**src/rtl/logic_operand_loader_pkg.sv**
```systemverilog
// Shared definitions for the logic operand loader and the logic engine it feeds:
// header field constants, engine opcodes, loader FSM states, header checker.
package logic_operand_loader_pkg;

    // Header layout: [7:6] marker, [5:2] reserved (must be zero), [1:0] opcode
    localparam logic [1:0] HDR_MARKER    = 2'b10;
    localparam logic [7:0] HDR_RSVD_MASK = 8'h3C;

    // Opcodes understood by the combinational logic engine
    localparam logic [1:0] OP_OR   = 2'd0;
    localparam logic [1:0] OP_NAND = 2'd1;
    localparam logic [1:0] OP_NOR  = 2'd2;
    localparam logic [1:0] OP_AND  = 2'd3;

    // Loader assembly states: waiting for header, operand A, operand B
    typedef enum logic [1:0] {
        HDR   = 2'd0,
        GET_A = 2'd1,
        GET_B = 2'd2
    } state_t;

    // A header is well formed when the marker matches and no reserved bit is set
    function automatic logic is_valid_header(input logic [7:0] hdr);
        return (hdr[7:6] == HDR_MARKER) && ((hdr & HDR_RSVD_MASK) == 8'h00);
    endfunction

endpackage

```
**src/rtl/logic_out_slot.sv**
```systemverilog
// Single-entry output register between the loader and the logic engine.
// Holds its word while the engine stalls; a new load may coincide with the
// draining handshake so the slot never has to go empty between words.
module logic_out_slot
    import logic_operand_loader_pkg::*;
#(
    parameter int DATA_W = 8,
    parameter int OPC_W  = 2
) (
    input  logic              clk,
    input  logic              rst,
    input  logic              load,
    input  logic [OPC_W-1:0]  load_opcode,
    input  logic [DATA_W-1:0] load_a,
    input  logic [DATA_W-1:0] load_b,
    input  logic              out_ready,
    output logic              out_valid,
    output logic [OPC_W-1:0]  out_opcode,
    output logic [DATA_W-1:0] out_a,
    output logic [DATA_W-1:0] out_b
);

    // Load wins over drain so a same-cycle handshake and refill keep valid high
    always_ff @(posedge clk) begin
        if (rst) begin
            out_valid  <= 1'b0;
            out_opcode <= OPC_W'(OP_OR);
            out_a      <= '0;
            out_b      <= '0;
        end else if (load) begin
            out_valid  <= 1'b1;
            out_opcode <= load_opcode;
            out_a      <= load_a;
            out_b      <= load_b;
        end else if (out_valid && out_ready) begin
            out_valid  <= 1'b0;
        end
    end

endmodule

```
**src/rtl/logic_operand_loader.sv**
```systemverilog
// Assembles 3-byte instructions (header, A, B) from a byte stream and hands
// {opcode, A, B} to the logic engine through a registered output slot.
// Malformed headers are dropped with a one-cycle error pulse.
module logic_operand_loader
    import logic_operand_loader_pkg::*;
#(
    parameter int DATA_W = 8,
    parameter int OPC_W  = 2,
    parameter int CNT_W  = 16
) (
    input  logic              clk,
    input  logic              rst,
    input  logic              in_valid,
    output logic              in_ready,
    input  logic [DATA_W-1:0] in_byte,
    output logic              out_valid,
    input  logic              out_ready,
    output logic [OPC_W-1:0]  out_opcode,
    output logic [DATA_W-1:0] out_a,
    output logic [DATA_W-1:0] out_b,
    output logic              err_pulse,
    output logic [CNT_W-1:0]  issued_count,
    output logic              busy
);

    state_t            state;
    logic [OPC_W-1:0]  opc_latch;
    logic [DATA_W-1:0] a_latch;
    logic              byte_accept;
    logic              out_fire;
    logic              hdr_ok;
    logic              slot_load;

    // Operand B may only be taken when the output slot is free or draining now
    assign in_ready    = (state != GET_B) || !out_valid || out_ready;
    assign byte_accept = in_valid && in_ready;
    assign out_fire    = out_valid && out_ready;
    assign hdr_ok      = is_valid_header(in_byte[7:0]);
    assign slot_load   = byte_accept && (state == GET_B);
    assign busy        = (state != HDR) || out_valid;

    // Assembly FSM; a rejected header leaves both state and latched opcode alone
    always_ff @(posedge clk) begin
        if (rst) begin
            state     <= HDR;
            opc_latch <= '0;
            a_latch   <= '0;
            err_pulse <= 1'b0;
        end else begin
            err_pulse <= 1'b0;
            if (byte_accept) begin
                case (state)
                    HDR: begin
                        if (hdr_ok) begin
                            opc_latch <= in_byte[OPC_W-1:0];
                            state     <= GET_A;
                        end else begin
                            err_pulse <= 1'b1;
                        end
                    end
                    GET_A: begin
                        a_latch <= in_byte;
                        state   <= GET_B;
                    end
                    GET_B: begin
                        state <= HDR;
                    end
                    default: begin
                        state <= HDR;
                    end
                endcase
            end
        end
    end

    // Count completed output handshakes, wrapping at the counter width
    always_ff @(posedge clk) begin
        if (rst) begin
            issued_count <= '0;
        end else if (out_fire) begin
            issued_count <= issued_count + 1'b1;
        end
    end

    logic_out_slot #(
        .DATA_W (DATA_W),
        .OPC_W  (OPC_W)
    ) u_slot (
        .clk         (clk),
        .rst         (rst),
        .load        (slot_load),
        .load_opcode (opc_latch),
        .load_a      (a_latch),
        .load_b      (in_byte),
        .out_ready   (out_ready),
        .out_valid   (out_valid),
        .out_opcode  (out_opcode),
        .out_a       (out_a),
        .out_b       (out_b)
    );

endmodule

```
**config.mk**
```make
export PLATFORM = sky130hd
export DESIGN_NAME = logic_operand_loader
export DESIGN_NICKNAME = d
export VERILOG_FILES = /design/src/rtl/logic_operand_loader_pkg.sv /design/src/rtl/logic_out_slot.sv /design/src/rtl/logic_operand_loader.sv
export SDC_FILE = /design/constraint.sdc
export NUM_CORES = 1
export LEC_CHECK = 0
export BUFFER_PORTS_ARGS = -buffer_cell sky130_fd_sc_hd__buf_2
export CAP_MARGIN = 15
export CORE_MARGIN = 4
export CORE_UTILIZATION = 46
export DETAILED_ROUTE_END_ITERATION = 10
export HOLD_SLACK_MARGIN = 0.15
export PLACE_DENSITY = 0.71
export SLEW_MARGIN = 40
export SYNTH_ARGS = -nofsm -noshare
export SYNTH_HDL_FRONTEND = slang
export SYNTH_HIERARCHICAL = 1
export SYNTH_SLANG_ARGS = --single-unit
export TNS_END_PERCENT = 1
```
**constraint.sdc**
```tcl
create_clock -name clk -period 4 [get_ports clk]
set_input_delay 0.4 -clock clk [delete_from_list [all_inputs] [get_ports clk]]
set_output_delay 0.4 -clock clk [all_outputs]
set_load 0.02 [all_outputs]
```
==> results.txt <==
----------------------------------------------------
[STA]
  Minimum clock period after layout ... 1.74 ns
  Final period util ... 0.435
  Setup skew after layout ... 0.00627 ns
  Slew Limit Headroom ... 0.619
  Final Hold Violating Endpoints ... 0
  Final setup viols ... 0
  Slew at the pin with the worst max-slew slack ... 0.570 ns
  Final number of max-transition violations ... 0
  Setup repair after global routing missed its margin ... no
  Achievable Freq ... 575 MHz
  Setup TNS ... 0 ns

[Setup path]
  Cell-by-cell trace of the critical path ... ha_1 > nand3_1 > nor2_1 > or4b_1 > a21oi_1
  Startpoint Class ... flop
  Required @ worst endpoint ... 4.23 ns
  Highest net fanout along the worst path ... 8
  Data arrival time of the critical path ... 1.97 ns
  Largest stage delay on the critical path ... 0.45 ns
  Highest-delay cell along the critical path ... sky130_fd_sc_hd__or4b_1
  Critical path's top delay family ... simple AND/OR/NAND/NOR gates
  R2R Setup Slk ... 2.26 ns
  Type of element capturing the critical path ... flop
  WS Path Type ... reg2reg
  Critical path buffers and inverters ... 0

[CTS]
  TritonCTS clock tree ... built
  Total of hold buffers inserted after clock tree synthesis ... 0
  Latest clock arrival within the worst-skew pair ... 0.30 ns
  Number of buffers created by CTS ... 5
  Count of buffers added by post-CTS timing repair for setup ... 0
  H-tree levels ... 2
  Number of sinks handled by clock tree synthesis ... 48
  Master cell of the clock root buffer ... sky130_fd_sc_hd__clkbuf_8
  Clk slew on worst S/H paths ... 0.08 ns
  Count of cells resized by post-cts repair ... 0
  CTS max path bufs ... 2

[Drt]
  Routed vias ... 1465
  Initial drt markers ... 69
  Post-detailed-routing wire length ... 3.73 mm
  First drt pass iteration count ... 4
  Detailed-route wire length per cell ... 12.8 µm
  Total DRC errors in the routed layout ... 0
  Routed via count divided by cell count ... 5.03
  Antenna-violating nets left ... 0

[Synthesis]
  Count of distinct cell types in the synthesized netlist ... 34
  Sequential share of the synthesized area ... 0.505
  Syn Std Cell Area ... 1900 µm²
  Instance count of the mapped netlist ... 193
  Synthesized flop and latch total ... 48
  Mean Syn Cell Area ... 9.86 µm²
  Nets in the synthesized netlist ... 206
  Warning count from the yosys run ... 6

[Min path]
  Path type of the worst min-delay path ... in2reg

[Final layout]
  Layout Area Growth over Synthesis ... 17.8%
  Fin nets ... 254
  Share of the core filled with cells ... 0.560
  Fraction of final layout cells with drive strength greater than 1 ... 0.249
  Finished layout cell area ... 2240 µm²
  Antenna diode count ... 0

[Power]
  Worst IR drop on VDD ... 0.000186 V
  Standby leakage power ... 0.993 nW
  PD cells ... 343 nW/µm²

[Placement]
  Number of buffers inserted by port buffering ... 49
  Global placement routability congestion ... 0.717
  Sum of net half-perimeters after detailed placement ... 2.54 mm
  Dpl cell area ... 2160 µm²

[Floorplan]
  Chip Height ... 72.3 µm
  Die area ... 5230 µm²
  Total core area ... 4000 µm²
  Placement row count ... 23
  X dimension of the die ... 72.3 µm
  Number of primary I/O pins ... 50
  Initial core utilization ... 0.476

[Global routing]
  Global-route wire length before repair ... 6.15 mm
  Largest net degree at the start of global routing ... 49
  Overall global routing resource usage ... 0.149
  Via count of the first global-routing pass ... 1347
  Total congestion overflow ... 0
  Antenna violations before repair ... 0

[Run status]
  Result of the run ... finished clean

[Run]
  Number of maximum-capacitance violations ... 0

----------------------------------------------------
[worst min-delay path: stages]
cell and delay, ns:
sky130_fd_sc_hd__buf_2 0.13, sky130_fd_sc_hd__nand2_1 0.06, sky130_fd_sc_hd__a211oi_1 0.04
[flip-flops by register name, summed over array words and instances, names as in the netlist]
name	cells
issued_count	16
a_latch	8
u_slot/out_a	8
u_slot/out_b	8
opc_latch	2
state	2
u_slot/out_opcode	2
err_pulse	1
u_slot/out_valid	1
[through the flow]
step	power, W	hold WS [ns]	worst slack, ns	std cells
after floorplan	0.000501	0.463	2.31	193
after global placement	0.000512	0.465	2.29	284
after detailed placement	0.000512	0.470	2.23	284
after CTS	0.000778	0.364	2.27	291
after global routing	0.000797	0.366	2.18	291
final	0.000768	0.370	2.26	291
[cell usage in the layout (no fill, tap or decap), types with 2 or more instances in the layout]
cell type | netlist | layout
sky130_fd_sc_hd__nand4_1 | 5 | 5
sky130_fd_sc_hd__buf_2 | 4 | 48
sky130_fd_sc_hd__nor2_1 | 41 | 41
sky130_fd_sc_hd__nor4_1 | 2 | 2
sky130_fd_sc_hd__clkbuf_8 | 0 | 5
sky130_fd_sc_hd__or3_1 | 3 | 3
sky130_fd_sc_hd__nor3_1 | 2 | 2
sky130_fd_sc_hd__and4_1 | 2 | 2
sky130_fd_sc_hd__nand2_1 | 10 | 10
sky130_fd_sc_hd__xnor2_1 | 4 | 4
sky130_fd_sc_hd__a21oi_1 | 8 | 8
sky130_fd_sc_hd__buf_4 | 0 | 2
sky130_fd_sc_hd__xor2_1 | 7 | 7
sky130_fd_sc_hd__nand2b_1 | 2 | 2
sky130_fd_sc_hd__nand3_1 | 5 | 5
sky130_fd_sc_hd__inv_1 | 2 | 2
sky130_fd_sc_hd__o21ai_0 | 2 | 2
sky130_fd_sc_hd__dfxtp_1 | 48 | 48
sky130_fd_sc_hd__mux2i_1 | 28 | 28
[path summary, 6_finish.rpt]
kind	from	to	depth (start not counted)
min reg2reg	issued_count[15]$_SDFFE_PP0P_	issued_count[15]$_SDFFE_PP0P_	2
max reg2reg	issued_count[0]$_SDFFE_PP0P_	issued_count[14]$_SDFFE_PP0P_	5
min	in_valid	err_pulse$_SDFF_PP0_	3
max	issued_count[0]$_SDFFE_PP0P_	issued_count[14]$_SDFFE_PP0P_	5
[area by class of cell]
| class | instances | area, µm² |
|---|---|---|
| flip-flops and latches | 48 | 961 |
| multi-input cells | 134 | 877 |
| clock inverters | 1 | 5.00 |
| repair buffers | 50 | 255 |
| inverters | 2 | 7.51 |
| well taps | 50 | 62.6 |
| fillers | 393 | 1760 |
| clock buffers | 6 | 72.6 |
[cell families after synthesis]
kind of cell | after synthesis | synth area share
simple gates | 81 | 0.215
flops | 48 | 0.505
mux | 28 | 0.147
compound gates | 13 | 0.0388
xor+xnor | 11 | 0.0506
buf+inv | 11 | 0.0368
fa+ha+maj | 1 | 0.00657
[where the power goes]
part           total (W)  internal, W  leakage (nW)  switching [W]
clock           0.000268     0.000119        0.0410       0.000149
combinational  0.0000219   0.00000694         0.565      0.0000149
sequential      0.000479     0.000478         0.387    0.000000435
[layer usage]
layer	part of all wire	routed length [µm]	global-route usage	up-vias
met3	0.046	171	0.0346	7
met2	0.45	1660	0.228	34
met1	0.49	1830	0.202	663
met4	0.017	63	0.0626	0
li1	-	-	-	761
met5	0	0	0	-
[synth_stat cells (all sizes together)]
library cell,number,area [µm²]
a211oi,1,7.51
a21oi,8,40.0
and3,1,7.51
and4,3,28.8
buf,7,55.1
clkbuf,2,7.51
dfxtp,48,961
ha,1,12.5
inv,2,7.51
mux2i,28,280
nand2,10,37.5
nand2b,2,12.5
nand3,5,25.0
nand3b,1,7.51
nand4,6,52.6
nand4bb,1,11.3
nor2,41,154
nor2b,1,6.26
nor3,2,10.0
nor3b,1,7.51
nor4,2,12.5
o21ai,2,10.0
o31ai,1,7.51
o41ai,1,8.76
or3,3,18.8
or4,1,7.51
or4b,1,10.0
xnor2,4,35.0
xor2,7,61.3
Power figures use the tool's default switching activity.
